[src/rtl/register_read_stage_if.sv]
// Register-read stage bus: decode inputs, writeback/forwarding ports,
// execute control, and the registered operand outputs.
interface register_read_stage_if;
  localparam int unsigned XLEN    = 32;
  localparam int unsigned RIDX_W  = 4;
  localparam int unsigned OP_W    = 6;
  localparam int unsigned ALTOP_W = 8;

  logic                dec_valid;
  logic [XLEN-1:0]     dec_pc;
  logic [XLEN-1:0]     dec_imm32;
  logic [OP_W-1:0]     dec_op;
  logic [ALTOP_W-1:0]  dec_altop;
  logic [RIDX_W-1:0]   dec_rd;
  logic [RIDX_W-1:0]   dec_rs;
  logic [RIDX_W-1:0]   dec_rt;
  logic                dec_uses_rs;
  logic                dec_uses_rt;

  logic                wb_we;
  logic [RIDX_W-1:0]   wb_reg;
  logic [XLEN-1:0]     wb_val;

  logic [RIDX_W-1:0]   exec_of_reg;
  logic [XLEN-1:0]     exec_of_val;
  logic                exec_is_load;
  logic [RIDX_W-1:0]   mem_of_reg;
  logic [XLEN-1:0]     mem_of_val;
  logic                exec_stall;
  logic                exec_flush;

  logic [XLEN-1:0]     rr_pc;
  logic [XLEN-1:0]     rr_imm32;
  logic [XLEN-1:0]     rr_rs_val;
  logic [XLEN-1:0]     rr_rt_val;
  logic [OP_W-1:0]     rr_op;
  logic [ALTOP_W-1:0]  rr_altop;
  logic [RIDX_W-1:0]   rr_rd;
  logic                rr_stall;
  logic [XLEN-1:0]     rr_bubble_cnt;

  // Upstream/environment side
  modport master (
    output dec_valid, dec_pc, dec_imm32, dec_op, dec_altop, dec_rd, dec_rs, dec_rt,
           dec_uses_rs, dec_uses_rt, wb_we, wb_reg, wb_val, exec_of_reg, exec_of_val,
           exec_is_load, mem_of_reg, mem_of_val, exec_stall, exec_flush,
    input  rr_pc, rr_imm32, rr_rs_val, rr_rt_val, rr_op, rr_altop, rr_rd, rr_stall,
           rr_bubble_cnt
  );

  // Register-read stage side
  modport slave (
    input  dec_valid, dec_pc, dec_imm32, dec_op, dec_altop, dec_rd, dec_rs, dec_rt,
           dec_uses_rs, dec_uses_rt, wb_we, wb_reg, wb_val, exec_of_reg, exec_of_val,
           exec_is_load, mem_of_reg, mem_of_val, exec_stall, exec_flush,
    output rr_pc, rr_imm32, rr_rs_val, rr_rt_val, rr_op, rr_altop, rr_rd, rr_stall,
           rr_bubble_cnt
  );
endinterface

[src/rtl/register_read_stage.sv]
// Register-read pipeline stage: 16x32 register file, operand forwarding,
// load-use hazard detection, bubble insertion and bubble counting.
module register_read_stage (
  input  logic                  i_clk,
  input  logic                  i_reset_n,
  register_read_stage_if.slave  rr_if
);
  localparam int unsigned XLEN   = 32;
  localparam int unsigned NREG   = 16;
  localparam int unsigned RIDX_W = 4;

  logic [XLEN-1:0] regfile [NREG];
  logic [XLEN-1:0] rs_val_c;
  logic [XLEN-1:0] rt_val_c;
  logic            hazard_c;
  logic            bubble_c;

  // Forwarding priority: zero register, execute, memory, writeback, file.
  function automatic logic [XLEN-1:0] select_operand(
    input logic [RIDX_W-1:0] src,
    input logic [XLEN-1:0]   rf_val,
    input logic [RIDX_W-1:0] ex_reg,
    input logic [XLEN-1:0]   ex_val,
    input logic [RIDX_W-1:0] mem_reg,
    input logic [XLEN-1:0]   mem_val,
    input logic              wb_we,
    input logic [RIDX_W-1:0] wb_reg,
    input logic [XLEN-1:0]   wb_val
  );
    logic [XLEN-1:0] val;
    if (src == '0)                     val = '0;
    else if (ex_reg == src)            val = ex_val;
    else if (mem_reg == src)           val = mem_val;
    else if (wb_we && (wb_reg == src)) val = wb_val;
    else                               val = rf_val;
    return val;
  endfunction

  // Operand selection and hazard detection for the instruction in decode
  always_comb begin
    rs_val_c = select_operand(rr_if.dec_rs, regfile[rr_if.dec_rs],
                              rr_if.exec_of_reg, rr_if.exec_of_val,
                              rr_if.mem_of_reg, rr_if.mem_of_val,
                              rr_if.wb_we, rr_if.wb_reg, rr_if.wb_val);
    rt_val_c = select_operand(rr_if.dec_rt, regfile[rr_if.dec_rt],
                              rr_if.exec_of_reg, rr_if.exec_of_val,
                              rr_if.mem_of_reg, rr_if.mem_of_val,
                              rr_if.wb_we, rr_if.wb_reg, rr_if.wb_val);
    hazard_c = rr_if.dec_valid && rr_if.exec_is_load && (rr_if.exec_of_reg != '0) &&
               ((rr_if.dec_uses_rs && (rr_if.dec_rs == rr_if.exec_of_reg)) ||
                (rr_if.dec_uses_rt && (rr_if.dec_rt == rr_if.exec_of_reg)));
    bubble_c = rr_if.exec_flush || hazard_c || !rr_if.dec_valid;
  end

  // Back-pressure to decode; a flush squashes the hazarding instruction anyway
  assign rr_if.rr_stall = rr_if.exec_stall || (hazard_c && !rr_if.exec_flush);

  // Register file write port, active regardless of stall or flush
  always_ff @(posedge i_clk) begin
    if (!i_reset_n) begin
      for (int unsigned i = 0; i < NREG; i++) regfile[i] <= '0;
    end else if (rr_if.wb_we && (rr_if.wb_reg != '0)) begin
      regfile[rr_if.wb_reg] <= rr_if.wb_val;
    end
  end

  // Output register: hold on stall, bubble on flush/hazard/idle, else load
  always_ff @(posedge i_clk) begin
    if (!i_reset_n) begin
      rr_if.rr_pc         <= '0;
      rr_if.rr_imm32      <= '0;
      rr_if.rr_rs_val     <= '0;
      rr_if.rr_rt_val     <= '0;
      rr_if.rr_op         <= '0;
      rr_if.rr_altop      <= '0;
      rr_if.rr_rd         <= '0;
      rr_if.rr_bubble_cnt <= '0;
    end else if (!rr_if.exec_stall) begin
      if (bubble_c) begin
        rr_if.rr_pc     <= '0;
        rr_if.rr_imm32  <= '0;
        rr_if.rr_rs_val <= '0;
        rr_if.rr_rt_val <= '0;
        rr_if.rr_op     <= '0;
        rr_if.rr_altop  <= '0;
        rr_if.rr_rd     <= '0;
        if (rr_if.rr_bubble_cnt != '1)
          rr_if.rr_bubble_cnt <= rr_if.rr_bubble_cnt + XLEN'(1);
      end else begin
        rr_if.rr_pc     <= rr_if.dec_pc;
        rr_if.rr_imm32  <= rr_if.dec_imm32;
        rr_if.rr_rs_val <= rs_val_c;
        rr_if.rr_rt_val <= rt_val_c;
        rr_if.rr_op     <= rr_if.dec_op;
        rr_if.rr_altop  <= rr_if.dec_altop;
        rr_if.rr_rd     <= rr_if.dec_rd;
      end
    end
  end
endmodule

[src/flat_wrapper.sv]
// flat-port wrapper written by rule: the top's interface ports become plain ports
module register_read_stage_flat 
  (i_clk, i_reset_n, rr_if_dec_valid, rr_if_dec_pc, rr_if_dec_imm32, rr_if_dec_op, rr_if_dec_altop, rr_if_dec_rd, rr_if_dec_rs, rr_if_dec_rt, rr_if_dec_uses_rs, rr_if_dec_uses_rt, rr_if_wb_we, rr_if_wb_reg, rr_if_wb_val, rr_if_exec_of_reg, rr_if_exec_of_val, rr_if_exec_is_load, rr_if_mem_of_reg, rr_if_mem_of_val, rr_if_exec_stall, rr_if_exec_flush, rr_if_rr_pc, rr_if_rr_imm32, rr_if_rr_rs_val, rr_if_rr_rt_val, rr_if_rr_op, rr_if_rr_altop, rr_if_rr_rd, rr_if_rr_stall, rr_if_rr_bubble_cnt);
  register_read_stage_if rr_if_i ();
  input  logic i_clk;
  input  logic i_reset_n;
  input wire logic [$bits(rr_if_i.dec_valid)-1:0] rr_if_dec_valid;
  input wire logic [$bits(rr_if_i.dec_pc)-1:0] rr_if_dec_pc;
  input wire logic [$bits(rr_if_i.dec_imm32)-1:0] rr_if_dec_imm32;
  input wire logic [$bits(rr_if_i.dec_op)-1:0] rr_if_dec_op;
  input wire logic [$bits(rr_if_i.dec_altop)-1:0] rr_if_dec_altop;
  input wire logic [$bits(rr_if_i.dec_rd)-1:0] rr_if_dec_rd;
  input wire logic [$bits(rr_if_i.dec_rs)-1:0] rr_if_dec_rs;
  input wire logic [$bits(rr_if_i.dec_rt)-1:0] rr_if_dec_rt;
  input wire logic [$bits(rr_if_i.dec_uses_rs)-1:0] rr_if_dec_uses_rs;
  input wire logic [$bits(rr_if_i.dec_uses_rt)-1:0] rr_if_dec_uses_rt;
  input wire logic [$bits(rr_if_i.wb_we)-1:0] rr_if_wb_we;
  input wire logic [$bits(rr_if_i.wb_reg)-1:0] rr_if_wb_reg;
  input wire logic [$bits(rr_if_i.wb_val)-1:0] rr_if_wb_val;
  input wire logic [$bits(rr_if_i.exec_of_reg)-1:0] rr_if_exec_of_reg;
  input wire logic [$bits(rr_if_i.exec_of_val)-1:0] rr_if_exec_of_val;
  input wire logic [$bits(rr_if_i.exec_is_load)-1:0] rr_if_exec_is_load;
  input wire logic [$bits(rr_if_i.mem_of_reg)-1:0] rr_if_mem_of_reg;
  input wire logic [$bits(rr_if_i.mem_of_val)-1:0] rr_if_mem_of_val;
  input wire logic [$bits(rr_if_i.exec_stall)-1:0] rr_if_exec_stall;
  input wire logic [$bits(rr_if_i.exec_flush)-1:0] rr_if_exec_flush;
  output wire logic [$bits(rr_if_i.rr_pc)-1:0] rr_if_rr_pc;
  output wire logic [$bits(rr_if_i.rr_imm32)-1:0] rr_if_rr_imm32;
  output wire logic [$bits(rr_if_i.rr_rs_val)-1:0] rr_if_rr_rs_val;
  output wire logic [$bits(rr_if_i.rr_rt_val)-1:0] rr_if_rr_rt_val;
  output wire logic [$bits(rr_if_i.rr_op)-1:0] rr_if_rr_op;
  output wire logic [$bits(rr_if_i.rr_altop)-1:0] rr_if_rr_altop;
  output wire logic [$bits(rr_if_i.rr_rd)-1:0] rr_if_rr_rd;
  output wire logic [$bits(rr_if_i.rr_stall)-1:0] rr_if_rr_stall;
  output wire logic [$bits(rr_if_i.rr_bubble_cnt)-1:0] rr_if_rr_bubble_cnt;
  assign rr_if_i.dec_valid = rr_if_dec_valid;
  assign rr_if_i.dec_pc = rr_if_dec_pc;
  assign rr_if_i.dec_imm32 = rr_if_dec_imm32;
  assign rr_if_i.dec_op = rr_if_dec_op;
  assign rr_if_i.dec_altop = rr_if_dec_altop;
  assign rr_if_i.dec_rd = rr_if_dec_rd;
  assign rr_if_i.dec_rs = rr_if_dec_rs;
  assign rr_if_i.dec_rt = rr_if_dec_rt;
  assign rr_if_i.dec_uses_rs = rr_if_dec_uses_rs;
  assign rr_if_i.dec_uses_rt = rr_if_dec_uses_rt;
  assign rr_if_i.wb_we = rr_if_wb_we;
  assign rr_if_i.wb_reg = rr_if_wb_reg;
  assign rr_if_i.wb_val = rr_if_wb_val;
  assign rr_if_i.exec_of_reg = rr_if_exec_of_reg;
  assign rr_if_i.exec_of_val = rr_if_exec_of_val;
  assign rr_if_i.exec_is_load = rr_if_exec_is_load;
  assign rr_if_i.mem_of_reg = rr_if_mem_of_reg;
  assign rr_if_i.mem_of_val = rr_if_mem_of_val;
  assign rr_if_i.exec_stall = rr_if_exec_stall;
  assign rr_if_i.exec_flush = rr_if_exec_flush;
  assign rr_if_rr_pc = rr_if_i.rr_pc;
  assign rr_if_rr_imm32 = rr_if_i.rr_imm32;
  assign rr_if_rr_rs_val = rr_if_i.rr_rs_val;
  assign rr_if_rr_rt_val = rr_if_i.rr_rt_val;
  assign rr_if_rr_op = rr_if_i.rr_op;
  assign rr_if_rr_altop = rr_if_i.rr_altop;
  assign rr_if_rr_rd = rr_if_i.rr_rd;
  assign rr_if_rr_stall = rr_if_i.rr_stall;
  assign rr_if_rr_bubble_cnt = rr_if_i.rr_bubble_cnt;
  register_read_stage u_core (.i_clk(i_clk), .i_reset_n(i_reset_n), .rr_if(rr_if_i));
endmodule
[config.mk]
export PLATFORM = sky130hd
export DESIGN_NAME = register_read_stage_flat
export DESIGN_NICKNAME = d
export VERILOG_FILES = /design/src/rtl/register_read_stage_if.sv /design/src/rtl/register_read_stage.sv /design/src/flat_wrapper.sv
export SDC_FILE = /design/constraint.sdc
export NUM_CORES = 1
export LEC_CHECK = 0
export BUFFER_PORTS_ARGS = -buffer_cell sky130_fd_sc_hd__buf_2
export CAP_MARGIN = 20
export CORE_ASPECT_RATIO = 1.5
export CORE_MARGIN = 2
export CORE_UTILIZATION = 50
export CTS_CLUSTER_DIAMETER = 40
export DETAILED_ROUTE_END_ITERATION = 16
export PLACE_DENSITY = 0.82
export SLEW_MARGIN = 10
export SYNTH_ARGS = -nofsm -noshare
export SYNTH_HDL_FRONTEND = slang
export SYNTH_SLANG_ARGS = --single-unit
[constraint.sdc]
create_clock -name i_clk -period 10.85 [get_ports i_clk]
set_input_delay 2.17 -clock i_clk [delete_from_list [all_inputs] [get_ports i_clk]]
set_output_delay 2.17 -clock i_clk [all_outputs]
set_load 0.005 [all_outputs]
### Word-level counts from Yosys, hierarchy flattened

Memory sizes are Yosys's and may differ from the RTL's.
Index checks and enable logic that the tools add are counted.

* bitwise logic cells: 1
* muxes and demuxes: 22
* eq/ne operators: 9
* reduce and logical (&&, ||, !) cells: 21
* $add $sub $neg: 1

Operators by type and width (count)
* 32-bit 2-to-1 mux: 13
* 32-bit by 1-bit adder with 32-bit output (second input constant): 1
* 4-bit equality test: 8
* 32-bit != test (second input constant): 1
* 32-bit OR reduction: 1
* 1-bit logical AND: 9
* 4-bit zero test: 2
* 4-bit 2-to-1 mux: 2
* 8-bit 2-to-1 mux: 1
* 4-bit nonzero test: 2
* 6-bit 2-to-1 mux: 1
* 1-bit 2-to-1 mux: 5
* 1-bit logical OR: 4
* 3-bit AND reduction: 1
* 1-bit zero test: 2
* 1-bit NOT: 1

* bits in registers: 178
* word-level logic and storage cells: 63
* input bits: 207
* output and inout bits: 179
* memories kept: 1
* RAM bits: 512

Memories
* u_core.regfile: depth 16, width 32, rd ports 2, clocked after Yosys merged registers in 0, wr ports 16, RTL line register_read_stage.sv:12 `logic [XLEN-1:0] regfile [NREG];`

### Logic depth before layout (Yosys ltp)

Gate-level depths: netlist (run 1).

* depth after elaboration: 7
* mapped depth: 9
* mapped depth without buffers: 6

### Worst setup path before layout (run 1)

No wires, ideal clock.

* path type: input -> output
* from: input port rr_if_dec_rt[3]
* to: output port rr_if_rr_stall
* stages on the path: 7
* arrival time: 3696 ps
* buffers on the path: 3
* path slack: 4984 ps
* data required time: 8680 ps
* cells stage by stage: clkbuf_1 xor2_1 nor4_1 buf_2 clkbuf_1 a22oi_1 o21ai_0

* word-level cells in the longest chain between the ends: 6

Ends and longest elaborated chain
* start: declaration: RTL line flat_wrapper.sv:14 `input wire logic [$bits(rr_if_i.dec_rt)-1:0] rr_if_dec_rt;`
* 4-bit equality test: RTL line register_read_stage.sv:51 `(rr_if.dec_uses_rt && (rr_if.dec_rt == rr_if.exec_of_reg)));`
* 1-bit logical AND: RTL line register_read_stage.sv:51
* 1-bit logical OR: RTL line register_read_stage.sv:50 `((rr_if.dec_uses_rs && (rr_if.dec_rs == rr_if.exec_of_reg)) ||`
* 1-bit logical AND: RTL line register_read_stage.sv:49 `hazard_c = rr_if.dec_valid && rr_if.exec_is_load && (rr_if.exec_of_reg != '0) &&`
* 1-bit logical AND: RTL line register_read_stage.sv:56 `assign rr_if.rr_stall = rr_if.exec_stall || (hazard_c && !rr_if.exec_flush);`
* 1-bit logical OR: RTL line register_read_stage.sv:56
* end: declaration: RTL line flat_wrapper.sv:34 `output wire logic [$bits(rr_if_i.rr_stall)-1:0] rr_if_rr_stall;`

No other way between the ends.

### Worst setup path in the final report (run 1)

* from: input port rr_if_dec_rt[2]
* to: output port rr_if_rr_stall

Same word-level chain as after synthesis.

==> flow_metrics.py, run 1 <==
metrics = {
    "global_routing": {
        "antenna_found_initial": 29,
        "grt_overflow": 0,
        "grt_pass1_wl_um": 180000,
        "grt_pass1_vias": 29305,
        "grt_max_degree": 88,
        "track_usage_pct": 32.8,
    },
    "detailed_routing": {
        "wl_met2_um": 58400,
        "vias": 29256,
        "wl_met3_um": 17100,
        "avgViaCountPerCell": 7.23,
        "wl_per_cell_um": 30.4,
        "met1_length_um": 37900,
        "drc_errors": 0,
        "firstDrtPassIters": 7,
        "drt_iter0_markers": 4254,
        "detail_route.wirelength_um": 123000,
        "route.antenna.remaining_nets": 0,
        "top_layer_used": "met5",
    },
    "sta": {
        "relSlewSlack_pct": 19.4,
        "max_freq_ghz": 0.146,
        "fin_skew_ns": 0.0229,
        "finalCritPeriodShare_pct": 63.2,
        "worstMarginPinSlew_ns": 1.21,
        "fin_setup_tns_ns": 0,
        "hold_viol": 0,
        "rsz0062_at_grt": "no",
        "setup_violations": 0,
        "period_needed_ns": 6.86,
        "drv_slew": 0,
    },
    "synthesis": {
        "yosys-top-cells-area": "edfxtp_1 (43%), mux4_2 (12%), dfxtp_1 (10%)",
        "async_reset_ff_share_pct": 0,
        "netlist_area_mm2": 0.0356,
        "synth_top_area_share_pct": 43.1,
        "ys_seq_area_share_pct": 53.1,
        "synthTopCellsByCount": "edfxtp_1 (512), nor3_1 (295), clkbuf_1 (281)",
        "avgSynthCellArea_um2": 12.4,
        "yosys_most_used_dff": "edfxtp_1",
        "yosysTopAreaCell": "edfxtp_1",
        "synth_cells": 2866,
        "synth_most_common_cell": "edfxtp_1",
        "synth_cell_types": 58,
        "ys_seq_elements": 690,
        "yosys_warnings": 0,
        "synth_edf_count": 512,
    },
    "min_path": {
        "min_path_type": "reg -> reg",
        "min_path_cells": 2,
    },
    "worst_setup_path": {
        "crit_path_start_kind": "primary input",
        "crit_arrival_ns": 4.69,
        "worst_setup_path_end_kind": "primary output",
        "reg2regPathDepth": 6,
        "crit_chain": "buf_2 > buf_4 > xor2_1 > nor4_2 > buf_4 > a22oi_1 > o21ai_0 > buf_2",
        "required_ns": 8.68,
        "crit_slowest_cell": "buf_4",
        "criticalPathCategory": "in -> out",
        "critPathMaxStageDelay_ns": 0.79,
        "crit_fanout": 68,
    },
    "floorplan": {
        "dieArea_mm2": 0.0735,
        "pin_count": 386,
        "coreArea_mm2": 0.0704,
        "placement_rows": 119,
        "die_h_um": 331,
        "start_util_pct": 50.6,
        "die_w_um": 222,
    },
    "layout": {
        "final_layout_size_suffix_gt1_share_pct": 27.1,
        "fin_cells": 4046,
        "nets": 3280,
        "syn2layout_area_growth_pct": 13.9,
    },
    "clock_network": {
        "cts.sinks": 690,
        "cts_root_buf": "clkbuf_16",
        "cts_hold_buf": 0,
        "clk_latency_ns": 0.63,
        "numCtsBuffers": 66,
        "htree_num_levels": 3,
        "cts_tree": "yes",
        "cts_setup_buffers": 0,
        "path_clk_slew_ns": 0.06,
        "clk_path_buf_depth": 3,
        "cts_resized": 0,
    },
    "pwr": {
        "irDropWorstVdd_mv": 0.107,
        "power_density_mw_per_mm2": 156,
        "power_mw": 6.32,
        "p_leak_nw": 14.2,
    },
    "place": {
        "dp_hpwl_um": 72600,
        "gp_congestion": 0.894,
        "dp_cells": 3911,
        "portBuffers": 385,
    },
    "outcome": {
        "status": "finished clean",
    },
    "job": {
        "drv_cap": 0,
    },
}
metal layers:
layer | track usage, % | vias to the layer above
li1 | - | 11847
met1 | 36.1 | 14079
met2 | 53.3 | 2601
met3 | 10.3 | 703
met4 | 25.4 | 26
met5 | 0 | -
cell families after synthesis:
kind of cell | Yosys count | synth area share, %
adder cells (fa/ha/maj) | 1 | 0.0351
AO/OA/AOI/OAI | 516 | 11.4
buffers and inverters | 385 | 4.21
XOR/XNOR | 24 | 0.590
other | 1 | 0.0105
flip-flops | 690 | 53.1
multiplexers | 396 | 18.0
AND/OR/NAND/NOR | 853 | 12.6
cell usage in the layout (no fill, tap or decap), types with 9 or more instances in the layout:
cell type,synthesis,final
mux2_2,32,32
edfxtp_1,512,512
nand2_1,128,126
o21ai_4,0,9
o211ai_1,63,63
a21oi_1,16,16
a31oi_1,31,31
o31ai_1,46,43
clkbuf_1,281,12
or4_1,16,16
and2_1,131,131
buf_2,41,376
inv_1,36,35
conb_1,1,32
dfxtp_1,178,178
o22ai_1,62,62
nand3_1,11,11
a221oi_2,21,20
clkbuf_16,0,68
a221oi_1,65,65
buf_4,1,76
nand2b_1,20,15
nand4_1,17,17
nor4_1,114,110
mux4_2,194,194
a22oi_1,114,114
mux2i_1,170,170
diode_2,0,14
a22o_1,27,27
nor2_1,88,86
xor2_1,18,18
nor3_1,295,294
a211o_1,32,32
metrics by stage:
step	worst slack, ns	cell area [um2]	hold slack (ns)	utilization, %
4_1_cts	4.09	40600	0.470	57.6
3_5_place_dp	4.10	38300	0.461	54.4
5_1_grt	3.90	40600	0.502	57.6
6_report	3.99	40600	0.471	57.7
2_1_floorplan	4.98	35800	0.454	-
3_3_place_gp	4.03	38300	0.453	54.4
final timing paths:
path | start | to | slack [ns]
hold reg to reg | u_core.rr_if.rr_rt_val[24] | u_core.rr_if.rr_rt_val[24] | 0.47
setup reg to reg | u_core.rr_if.rr_bubble_cnt[0] | u_core.rr_if.rr_bubble_cnt[28] | 8.31
hold / removal | u_core.rr_if.rr_rt_val[24] | u_core.rr_if.rr_rt_val[24] | 0.47
setup / recovery | rr_if_dec_rt[2] | rr_if_rr_stall | 3.99
registers in the layout (all words and copies together), names as in the netlist:
name	count
u_core.rr_if.rr_rs_val	32
u_core.rr_if.rr_rd	4
u_core.regfile	512
u_core.rr_if.rr_altop	8
u_core.rr_if.rr_pc	32
u_core.rr_if.rr_rt_val	32
u_core.rr_if.rr_bubble_cnt	32
u_core.rr_if.rr_op	6
u_core.rr_if.rr_imm32	32
power breakdown:
group	total [mW]	switching (mW)	internal, mW
Clock	2.45	1.07	1.38
Combinational	0.827	0.516	0.311
Sequential	3.04	0.0769	2.96
Total	6.32	1.66	4.66
critical path: cells and delay by family:
family	cells	cell delay (ns)
buffers and inverters	4	1.68
AO/OA/AOI/OAI	2	0.36
AND/OR/NAND/NOR	1	0.28
XOR/XNOR	1	0.18
final cells by class:
type                    instances  area, um2
fillers                      5411      29800
flip-flops and latches        690      18900
multi-input cells            1822      15600
repair buffers                456       2510
clock buffers                  83       1790
well taps                     907       1130
clock inverters                38        462
inverters                      36        140
diodes                         14       35.0
(Power assumes the default switching activity.)
==> run 2: changes to the inputs <==
- clock period: 10.85 -> 7.1 ns (I/O delays scaled with it)
==> run 2 against run 1 <==
Net effect:
- clock skew up 0.0065 ns
- flip-flop and latch count stayed put
- die area unchanged
- clock power is 54% higher
- global-route usage down 0.37 points
- count of clock-buffer cells in the layout did not move
- critical path depth down 1
- worst setup slack worse by 1.7 ns
- power increased by 53%
- sequential power grew 53%
- sequential share of layout area down 0.15 points
- final area grew 0.33%
- largest power group unchanged
- highest routed layer unchanged
==> flow_metrics.py, run 2 (same netlist as run 1, synthesis figures left out) <==
metrics = {
    "detailed_routing": {
        "avgViaCountPerCell": 7.17,
        "route.antenna.remaining_nets": 0,
        "detail_route.wirelength_um": 122000,
        "drc_errors": 0,
        "vias": 29029,
        "firstDrtPassIters": 7,
        "drt_iter0_markers": 4368,
        "wl_per_cell_um": 30.1,
    },
    "sta": {
        "fin_setup_tns_ns": 0,
        "relSlewSlack_pct": 16.9,
        "hold_viol": 0,
        "hold_slack_ns": 0.481,
        "finalCritPeriodShare_pct": 67.4,
        "worstMarginPinSlew_ns": 1.24,
        "drv_slew": 0,
        "period_needed_ns": 4.79,
        "max_freq_ghz": 0.209,
        "fin_skew_ns": 0.0294,
        "setup_violations": 0,
        "rsz0062_at_grt": "no",
    },
    "layout": {
        "multi_input_area_mm2": 0.0156,
        "final_layout_size_suffix_gt1_share_pct": 27.4,
        "final_common_cell": "edfxtp_1",
        "syn2layout_area_growth_pct": 14.3,
        "largest_register_ffs": 512,
        "nets": 3286,
        "top_register": "u_core.regfile",
        "seqCellArea_mm2": 0.0189,
        "final_util_pct": 57.8,
        "nFillCells": 5417,
        "fin_cells": 4051,
        "final_cell_mix": "edfxtp_1 (512), buf_2 (376), nor3_1 (294)",
    },
    "worst_setup_path": {
        "worst_setup_path_end_kind": "primary output",
        "path_buf_inv": 3,
        "critPathMaxStageDelay_ns": 0.66,
        "criticalPathCategory": "in -> out",
        "crit_path_frequent_cell": "buf_2",
        "required_ns": 5.68,
        "crit_chain": "buf_2 > xor2_1 > nor4_2 > buf_4 > a22oi_1 > o21ai_0 > buf_2",
        "crit_arrival_ns": 3.37,
        "crit_fanout": 34,
        "crit_slowest_cell": "buf_2",
        "crit_path_start_kind": "primary input",
        "path_delay_family": "buffers and inverters",
    },
    "place": {
        "portBuffers": 385,
        "dp_hpwl_um": 74500,
        "dp_cells": 3913,
        "gp_congestion": 0.918,
    },
    "floorplan": {
        "coreArea_mm2": 0.0704,
        "die_h_um": 331,
        "dieArea_mm2": 0.0735,
        "start_util_pct": 50.6,
        "pin_count": 386,
        "die_w_um": 222,
        "placement_rows": 119,
    },
    "outcome": {
        "status": "finished clean",
    },
    "global_routing": {
        "track_usage_pct": 32.4,
        "grt_pass1_wl_um": 178000,
        "antenna_found_initial": 26,
        "grt_overflow": 0,
        "grt_pass1_vias": 28876,
        "grt_max_degree": 94,
    },
    "clock_network": {
        "htree_num_levels": 3,
        "clk_latency_ns": 0.64,
        "cts_root_buf": "clkbuf_16",
        "cts.sinks": 690,
        "cts_resized": 0,
        "path_clk_slew_ns": 0.06,
        "cts_hold_buf": 0,
        "clk_path_buf_depth": 3,
        "cts_setup_buffers": 0,
        "cts_tree": "yes",
        "numCtsBuffers": 66,
    },
    "pwr": {
        "irDropWorstVdd_mv": 0.133,
        "p_leak_nw": 14.3,
        "power_density_mw_per_mm2": 238,
        "power_mw": 9.69,
    },
    "job": {
        "drv_cap": 0,
    },
    "min_path": {
        "min_path_type": "reg -> reg",
    },
}
==> run 2: changes by cell type in the layout (fill, tap and decap cells not counted), sizes merged <==
cell,before,now
clkinvlp,4,6
clkinv,17,14
buf,455,461
==> run 2: layout make-up <==
| cell class | count | area share [%] |
|---|---|---|
| Sequential cell | 690 | 46.5 |
| Multi-Input combinational cell | 1822 | 38.3 |
| Timing Repair Buffer | 462 | 6.39 |
| Clock buffer | 83 | 4.52 |
| Tap cell | 907 | 2.79 |
| Clock inverter | 37 | 1.09 |
| Inverter | 36 | 0.344 |
| Antenna cell | 14 | 0.0860 |
==> run 2: stage by stage <==
stage          worst slack (ns)  cell area [um2]
5_1_grt                    2.15            40700
3_5_place_dp               2.01            38300
2_1_floorplan              2.06            35800
3_3_place_gp               2.04            38300
4_1_cts                    2.01            40600
6_report                   2.31            40700
==> run 2: report_power, final <==
group          internal [mW]  switching, mW
clock network           2.16           1.62
registers               4.53          0.117
logic                  0.481          0.782
total                   7.17           2.52
==> run 2: worst register-to-register path: stages (launching register included) <==
cell	delay (ns)
dfxtp_1	0.47
nand4_2	0.23
or3_1	0.55
a2111o_1	0.53
or4_1	0.51
a21oi_1	0.14
==> run 2: worst paths after layout <==
path,startpoint,to,slack (ns),depth (start not counted)
worst max-delay path,rr_if_dec_rt[2],rr_if_rr_stall,2.31,7
worst min register to register,u_core.rr_if.rr_rs_val[30],u_core.rr_if.rr_rs_val[30],0.48,2
worst max register to register,u_core.rr_if.rr_bubble_cnt[3],u_core.rr_if.rr_bubble_cnt[28],4.60,5
worst min-delay path,u_core.rr_if.rr_rs_val[30],u_core.rr_if.rr_rs_val[30],0.48,2
==> run 2: per-layer routing <==
layer	vias to the layer above	routed length [um]	global-route usage, %
li1	11827	-	-
met1	13944	37500	35.8
met2	2584	57400	53.1
met3	648	17600	11.3
met4	26	9300	22.3
met5	-	157	0
